File: src/rtl/ecc_mont_result_sink_pkg.sv
`default_nettype none
// ============================================================================
// Module : ecc_mont_result_sink_pkg
// Brief  : Shared definitions for the Montgomery result sink: state encoding,
//          datapath width defaults and the word-count derivation.
// Rev    : 1.0 - initial release
// ============================================================================
package ecc_mont_result_sink_pkg;

    localparam int c_RADIX_DEFAULT    = 32;
    localparam int c_REG_SIZE_DEFAULT = 384;

    typedef logic [1:0] state_t;

    localparam state_t ST_IDLE    = 2'd0;
    localparam state_t ST_COLLECT = 2'd1;
    localparam state_t ST_DONE    = 2'd2;

    function automatic int words_of(input int reg_size, input int radix);
        return reg_size / radix;
    endfunction

endpackage
`default_nettype wire

File: src/rtl/ecc_word_sub_borrow.sv
`default_nettype none
// ============================================================================
// Module : ecc_word_sub_borrow
// Brief  : Combinational RADIX-bit subtract a - b - borrow_in with borrow out.
// Rev    : 1.0 - initial release
// ============================================================================
module ecc_word_sub_borrow #(
    parameter int RADIX = 32
) (
    input  logic [RADIX-1:0] a,
    input  logic [RADIX-1:0] b,
    input  logic             borrow_in,
    output logic [RADIX-1:0] diff,
    output logic             borrow_out
);

    logic [RADIX:0] w_wide;

    // The extra top bit of the zero-extended difference is the borrow.
    assign w_wide     = {1'b0, a} - {1'b0, b} - {{RADIX{1'b0}}, borrow_in};
    assign diff       = w_wide[RADIX-1:0];
    assign borrow_out = w_wide[RADIX];

endmodule
`default_nettype wire

File: src/rtl/ecc_mont_result_sink.sv
`default_nettype none
// ============================================================================
// Module : ecc_mont_result_sink
// Brief  : Drains the LSW-first result stream of the Montgomery array, applies
//          the final conditional subtraction of p and presents the result.
// Rev    : 1.0 - initial release
// ============================================================================
module ecc_mont_result_sink
    import ecc_mont_result_sink_pkg::*;
#(
    parameter int RADIX    = c_RADIX_DEFAULT,
    parameter int REG_SIZE = c_REG_SIZE_DEFAULT
) (
    input  logic                clk,
    input  logic                reset,
    input  logic                start_in,
    input  logic                word_valid_in,
    input  logic [RADIX-1:0]    t_in,
    input  logic                t_msb_in,
    input  logic [REG_SIZE-1:0] p_in,
    output logic [REG_SIZE-1:0] res_out,
    output logic                ready_out,
    output logic                busy_out
);

    localparam int WORDS = words_of(REG_SIZE, RADIX);
    localparam int CNT_W = (WORDS > 1) ? $clog2(WORDS) : 1;
    localparam logic [CNT_W-1:0] c_LAST_IDX = CNT_W'(WORDS - 1);

    state_t              r_state;
    state_t              w_state_next;
    logic [CNT_W-1:0]    r_cnt;
    logic                r_borrow;
    logic [REG_SIZE-1:0] r_t_buf;
    logic [REG_SIZE-1:0] r_d_buf;
    logic [REG_SIZE-1:0] r_res;

    logic [RADIX-1:0]    w_p_word;
    logic [RADIX-1:0]    w_d_word;
    logic                w_borrow_out;
    logic                w_accept;
    logic                w_last;
    logic                w_sel_sub;
    logic [REG_SIZE-1:0] w_t_full;
    logic [REG_SIZE-1:0] w_d_full;

    // start_in has priority, so a word arriving with it is dropped.
    assign w_accept = (r_state == ST_COLLECT) && word_valid_in && !start_in;
    assign w_last   = w_accept && (r_cnt == c_LAST_IDX);
    assign w_p_word = p_in[r_cnt*RADIX +: RADIX];

    ecc_word_sub_borrow #(
        .RADIX (RADIX)
    ) u_sub (
        .a          (t_in),
        .b          (w_p_word),
        .borrow_in  (r_borrow),
        .diff       (w_d_word),
        .borrow_out (w_borrow_out)
    );

    // Buffers with the current word merged in, so the final select can be
    // registered on the same edge that stores the last word.
    always_comb begin
        w_t_full = r_t_buf;
        w_d_full = r_d_buf;
        w_t_full[r_cnt*RADIX +: RADIX] = t_in;
        w_d_full[r_cnt*RADIX +: RADIX] = w_d_word;
    end

    // T >= p exactly when T has a carry-out or the full subtraction did not borrow.
    assign w_sel_sub = t_msb_in | ~w_borrow_out;

    always_ff @(posedge clk) begin
        if (reset) begin
            r_state <= ST_IDLE;
        end else begin
            r_state <= w_state_next;
        end
    end

    always_comb begin
        w_state_next = r_state;
        if (start_in) begin
            w_state_next = ST_COLLECT;
        end else begin
            case (r_state)
                ST_COLLECT: if (w_last) w_state_next = ST_DONE;
                ST_DONE:    w_state_next = ST_DONE;
                default:    w_state_next = r_state;
            endcase
        end
    end

    always_comb begin
        busy_out  = (r_state == ST_COLLECT);
        ready_out = (r_state == ST_DONE);
    end

    always_ff @(posedge clk) begin
        if (reset) begin
            r_cnt    <= '0;
            r_borrow <= 1'b0;
            r_t_buf  <= '0;
            r_d_buf  <= '0;
            r_res    <= '0;
        end else if (start_in) begin
            r_cnt    <= '0;
            r_borrow <= 1'b0;
        end else if (w_accept) begin
            r_t_buf  <= w_t_full;
            r_d_buf  <= w_d_full;
            r_borrow <= w_borrow_out;
            r_cnt    <= r_cnt + 1'b1;
            if (w_last) begin
                r_res <= w_sel_sub ? w_d_full : w_t_full;
            end
        end
    end

    assign res_out = r_res;

endmodule
`default_nettype wire

File: config.mk
export PLATFORM = sky130hd
export DESIGN_NAME = ecc_mont_result_sink
export DESIGN_NICKNAME = d
export VERILOG_FILES = /design/src/rtl/ecc_mont_result_sink_pkg.sv /design/src/rtl/ecc_word_sub_borrow.sv /design/src/rtl/ecc_mont_result_sink.sv
export SDC_FILE = /design/constraint.sdc
export NUM_CORES = 2
export LEC_CHECK = 0
export BUFFER_PORTS_ARGS = -buffer_cell sky130_fd_sc_hd__clkbuf_2
export CAP_MARGIN = 20
export CORE_UTILIZATION = 40
export CTS_CLUSTER_DIAMETER = 80
export CTS_CLUSTER_SIZE = 8
export DETAILED_ROUTE_END_ITERATION = 8
export MAX_ROUTING_LAYER = met4
export PLACE_DENSITY = 0.59
export SYNTH_ARGS = -nofsm -noshare
export SYNTH_HDL_FRONTEND = slang
export SYNTH_HIERARCHICAL = 1
export SYNTH_SLANG_ARGS = --single-unit
File: constraint.sdc
create_clock -name clk -period 7.4 [get_ports clk]
set_input_delay 0.37 -clock clk [delete_from_list [all_inputs] [get_ports clk]]
set_output_delay 0.37 -clock clk [all_outputs]
set_load 0.02 [all_outputs]
### Word-level counts from Yosys, hierarchy flattened

Index checks and enable logic that the tools add are counted.

| storage, ports and cells | value |
|---|---|
| bits in registers | 1159 |
| bits of input ports | 421 |
| output and inout bits | 386 |
| logic and storage cells | 40 |

| cells by class | value |
|---|---|
| add/sub/neg operators | 4 |
| equal/unequal tests | 5 |
| shifts and indexed selects | 4 |
| multiplexer cells | 6 |
| bitwise logic cells | 3 |
| reduce and logical (&&, ||, !) cells | 11 |

Operators with widths:

| kind | number |
|---|---|
| 384-bit bitwise mux | 2 |
| 32-bit by 34-bit indexed part select with 384-bit output | 2 |
| 384-bit two-way mux | 1 |
| 32-bit by 34-bit variable shift with 384-bit output (first input constant) | 1 |
| 384-bit by 10-bit indexed part select with 32-bit output | 1 |
| 9-bit negation with 34-bit output | 1 |
| 32-bit by 32-bit subtractor with 33-bit output | 1 |
| 33-bit by 1-bit subtractor with 33-bit output | 1 |
| 2-bit AND reduction | 3 |
| 4-bit by 1-bit adder with 4-bit output (second input constant) | 1 |
| 4-bit == test (second input constant) | 1 |
| 2-bit one-hot mux with 2 select lines | 1 |
| 1-bit logical AND | 3 |
| 3-bit by 2-bit inequality test with 1-bit output (second input constant) | 1 |
| 3-bit AND reduction | 1 |
| 3-bit nonzero test | 1 |
| 2-bit by 1-bit == test with 1-bit output (second input constant) | 1 |
| 2-bit == test (second input constant) | 1 |
| 2-bit two-way mux | 1 |
| 2-bit by 1-bit inequality test with 1-bit output (second input constant) | 1 |
| 1-bit inverter | 2 |
| 2-bit nonzero test | 1 |
| 2-bit OR reduction | 1 |
| 1-bit zero test | 1 |
| 2 further kinds | 2 |

### Longest topological paths before layout

| logic depth | value |
|---|---|
| depth in word-level cells | 7 |
| depth in mapped cells | 26 |
| mapped depth without buffers | 18 |

### By module

Netlist, hierarchy kept.

Modules (own cells, without submodules):

| module | instances | cells an instance | area each (um^2) | seq. area each (um^2) |
|---|---|---|---|---|
| ecc_mont_result_sink | 1 | 6487 | 52271.4 | 23202.3 |
| ecc_word_sub_borrow | 1 | 363 | 2497.4 | 0.0 |

### Least setup slack after synthesis

No wires, ideal clock.

| timing | value |
|---|---|
| path type | reg2reg |
| start point | register r_cnt[0] |
| end point | register r_res[193] (netlist: res_out[193]) |
| data arrival time | 5.205 ns |
| slack | 2.078 ns |
| stages on the path, launching flop included | 24 |
| buffers on the path | 7 |
| path through | dfxtp_1 -> buf_2 -> buf_2 -> buf_2 -> buf_2 -> mux4_2 -> nand2_1 -> o21ai_0 -> ha_1 -> inv_1 -> ha_1 -> buf_2 -> nand3_1 -> nor4_1 -> nand2_1 -> a21oi_1 -> o22ai_1 -> o21ai_0 -> xnor2_1 -> nor2b_1 -> buf_2 -> clkbuf_1 -> mux4_2 -> a22o_1 |

| on the way | value |
|---|---|
| cells in the longest elaborated chain, start to end | 6 |
| elaborated cells between the ends (all ways) | 15 |

Ends and longest elaborated chain:

| item | line | source |
|---|---|---|
| start: declaration | ecc_mont_result_sink.sv:32 | `logic [CNT_W-1:0] r_cnt;` |
| start signal: assignment | ecc_mont_result_sink.sv:114 | `r_cnt <= r_cnt + 1'b1;` |
| 384-bit by 10-bit indexed part select with 32-bit output | ecc_mont_result_sink.sv:50 | `assign w_p_word = p_in[r_cnt*RADIX +: RADIX];` |
| via w_p_word[25] | ecc_mont_result_sink.sv:38 | `logic [RADIX-1:0] w_p_word;` |
| 32-bit by 32-bit subtractor with 33-bit output | ecc_word_sub_borrow.sv:20 | `assign w_wide = {1'b0, a} - {1'b0, b} - {{RADIX{1'b0}}, borrow_in};` |
| 33-bit by 1-bit subtractor with 33-bit output | ecc_word_sub_borrow.sv:20 |  |
| via w_borrow_out | ecc_mont_result_sink.sv:40 | `logic w_borrow_out;` |
| 1-bit inverter | ecc_mont_result_sink.sv:72 | `assign w_sel_sub = t_msb_in \| ~w_borrow_out;` |
| 1-bit bitwise OR | ecc_mont_result_sink.sv:72 |  |
| 384-bit two-way mux | ecc_mont_result_sink.sv:116 | `r_res <= w_sel_sub ? w_d_full : w_t_full;` |
| end signal: assignment | ecc_mont_result_sink.sv:116 |  |
| end: declaration | ecc_mont_result_sink.sv:36 | `logic [REG_SIZE-1:0] r_res;` |

The timed path passes the listed nets, and every way through them passes these cells.
A chain may end at the register's enable or synchronous reset.

### Final worst setup path

| timing | value |
|---|---|
| start point | register r_cnt[0] |
| end point | register r_res[85] (netlist: res_out[85]) |

Same word-level chain as after synthesis.

==> metrics.md <==
| Metric | Value |
|---|---|
| Status | `completed` |
| R2R Path Start | `r_cnt[0]$_SDFFE_PP0P_` |
| Fin. max-slew vios | `0` |
| DR iter-0 viols | `7543` |
| HPWL Detailed | `175 mm` |
| Hold Path End | `r_borrow$_SDFFE_PP0P_` |
| DRT antenna net count | `0` |
| Crit path arrival time | `7.22 ns` |
| Die area | `138000 sq um` |
| Nets@finish | `7743` |
| Synth Flop Type | `dfxtp_1` |
| Post-Syn Instances | `6850` |
| Crit Path Category | `flop to flop` |
| Cell Count, Final, Fillers Out | `9090` |
| Top Ports | `807` |
| Final setup fails | `0` |
| Hold_sp | `word_valid_in` |
| R2R setup slack | `0.82 ns` |
| # Post-CTS Setup Buffers | `0` |
| Clock skew | `0.0195 ns` |
| Power Density | `249 nW/um^2` |
| FF/Latch Area | `23200 sq um` |
| Post-Syn Nets | `7340` |
| Worst slew pin tran | `1.28 ns` |
| Gr ovfl total | `0` |
| Initial antenna violation count | `46` |
| Nature of the critical path endpoint | `flop` |
| FF-to-FF End | `res_out[85]$_SDFFE_PP0P_` |
| Clock-pin transition on the worst setup and hold timing paths | `0.05 ns` |
| CTS sink cnt | `1159` |
| DRT Wirelength | `262 mm` |
| Register area share after synthesis | `42.4%` |
| Final Hold Fails | `0` |
| Layout area overhead | `18.3%` |
| Required time worst endpoint | `8.04 ns` |
| Most common cell after layout, fill and taps aside | `nand2_1` |
| Max Buffers Root-to-Sink | `3` |
| Multi-input gate area | `28900 sq um` |
| H-tree Lvls | `4` |
| Worst Setup Start Kind | `flop` |
| Drt first pass iters | `9` |
| Area leader, netlist | `dfxtp_1` |
| Vias per cell | `6.09` |
| FP Rows | `135` |
| Root buf cell | `clkbuf_16` |
| Max IR drop VDD | `0.000226 V` |
| Setup TNS | `0 ns` |
| Die Ht | `372 um` |
| Fin crit period | `6.58 ns` |
| Max_cap viols | `0` |
| Relative max-transition margin | `14.7%` |
| Share of flip-flops with an asynchronous set or reset | `0%` |
| Wire per inst | `28.8 um` |
| Largest net degree at the start of global routing | `205` |
| Share of the synthesized area in the top cell type | `42.4%` |
| Mapped cell area | `54800 sq um` |
| Layout cells sized above 1 | `19.8%` |
| Top area cells in the synthesized netlist | `dfxtp_1 42%, nand2_1 11%, a21oi_1 9.2%` |
| Mean Syn Cell Area | `8.00 sq um` |
| Commonest cells after routing, fill and taps aside | `1539 x nand2_1, 1155 x dfxtp_1, 1005 x a21oi_1, 805 x clkbuf_2, 511 x nand3_1` |
| First-pass GRT wire length | `366 mm` |
| Placed Instances | `8864` |
| Worst R2R Path Depth | `20` |
| Worst skew pair latency | `0.78 ns` |
| Tot GR Track Use | `37.5%` |
| Vias in the first global route | `50100` |
| Hold depth | `4` |
| Initial Utilization | `40.4%` |
| Port Buffers | `806` |
| Critical path startpoint | `r_cnt[0]$_SDFFE_PP0P_` |
| Period utilisation layout | `88.9%` |
| Netlist cell types | `82` |
| Fillers | `13100` |
| Total core area | `136000 sq um` |
| Hold WS | `0.0977 ns` |
| Lkg Pwr | `23.9 nW` |
| Worst Path Max Fanout | `85` |
| RD Place Congestion | `0.985` |
| Synth warn | `6` |
| Number of synthesized register bits | `1159` |
| Vias | `55400` |
| CTS tree | `done` |
| Peak Freq | `152 MHz` |
| Die Wd | `372 um` |
| Unrepaired setup endpoints after global routing | `no` |
| Min-delay worst type | `input port to flop` |
| Post-synth EDFFs | `0` |
| DR DRC count | `0` |
| Num CTS Buffers | `164` |
==> cell usage after synthesis, drive strengths merged (33+ instances only) <==
master  number
mux2i       67
o21ai      138
inv        104
nor2       493
a22o        79
dfxtp     1159
nor3        33
nand2     1545
nand3      517
buf        203
ha          67
a21oi     1007
a211oi     261
o221ai      98
mux4       172
and3        85
a211o       81
clkbuf     535
==> logic make-up after synthesis <==
logic type      count (synthesis)  share of synthesized area [%]
buf+inv                       842                           6.25
fa+ha+maj                      69                           1.60
mux                           239                           8.30
compound gates               1762                           19.9
xor+xnor                       37                          0.605
simple gates                 2742                           21.0
flops                        1159                           42.4
==> report_power, final <==
group          internal [W]  leakage, nW  switching [W]
Clock               0.00409         2.19        0.00279
Combinational      0.000750         12.4        0.00214
Sequential          0.00631         9.35      0.0000321
==> flip-flops by register name, summed over array words and instances (netlist names) <==
register and flops:
r_borrow 1, r_d_buf 384, r_state 2, r_cnt 4, r_t_buf 384, res_out 384
==> final cells by class <==
type	count	area share, %
multi-input combinational	4849	44.5
clock inverter	12	0.288
sequential	1159	35.8
inverter	104	0.602
antenna	38	0.147
timing repair buffer	975	8.61
clock buffer	172	6.58
tap	1781	3.44
==> per-stage QoR <==
step / utilization [%] / setup slack [ns] / area, sq um / power (W)
final: 47.8 / 0.824 / 64800 / 0.0161
after CTS: 47.7 / 0.841 / 64700 / 0.0161
after detailed placement: 44.4 / 0.866 / 60200 / 0.00928
after global placement: 44.3 / 0.942 / 60100 / 0.00925
after global routing: 47.8 / 0.478 / 64800 / 0.0165
after floorplan: - / 2.08 / 54800 / 0.00775
==> worst max-delay path, cell delays in order (launching register included) <==
cell      delay, ns
dfxtp_4        0.75
buf_4          0.37
buf_4          0.21
mux4_2         0.50
nand2_1        0.08
o21ai_0        0.13
ha_1           0.32
inv_1          0.04
ha_1           0.38
nand2_1        0.11
o211ai_2       0.25
a21oi_1        0.16
o31a_1         0.41
o21ai_0        0.37
xnor2_1        0.32
nand2b_4       0.27
buf_12         0.48
mux2i_1        0.54
nor2_1         0.10
a211oi_1       0.41
o21ai_1        0.09
==> metal layers <==
metal  track usage (%)  wire, um  up-vias
met4              22.6     17800        0
met3              7.61     23100      611
li1                  -         -    24700
met2              55.9    118000     3127
met1              46.7    103000    27000
met5                 -         0        -
==> worst max path at each step <==
stage,endpoint,cells after the start
after floorplan,res_out[193]$_SDFFE_PP0P_,23
after global placement,res_out[85]$_SDFFE_PP0P_,20
after detailed placement,res_out[85]$_SDFFE_PP0P_,20
after CTS,res_out[85]$_SDFFE_PP0P_,20
after global routing,res_out[85]$_SDFFE_PP0P_,20
final,res_out[85]$_SDFFE_PP0P_,20
==> repair_timing <==
action / 4_1_cts / 5_1_grt
hold buffers: 1 / 0
gates resized for setup: 0 / 0
endpoints found under the hold margin: 4 / 0
(Power assumes the default switching activity.)
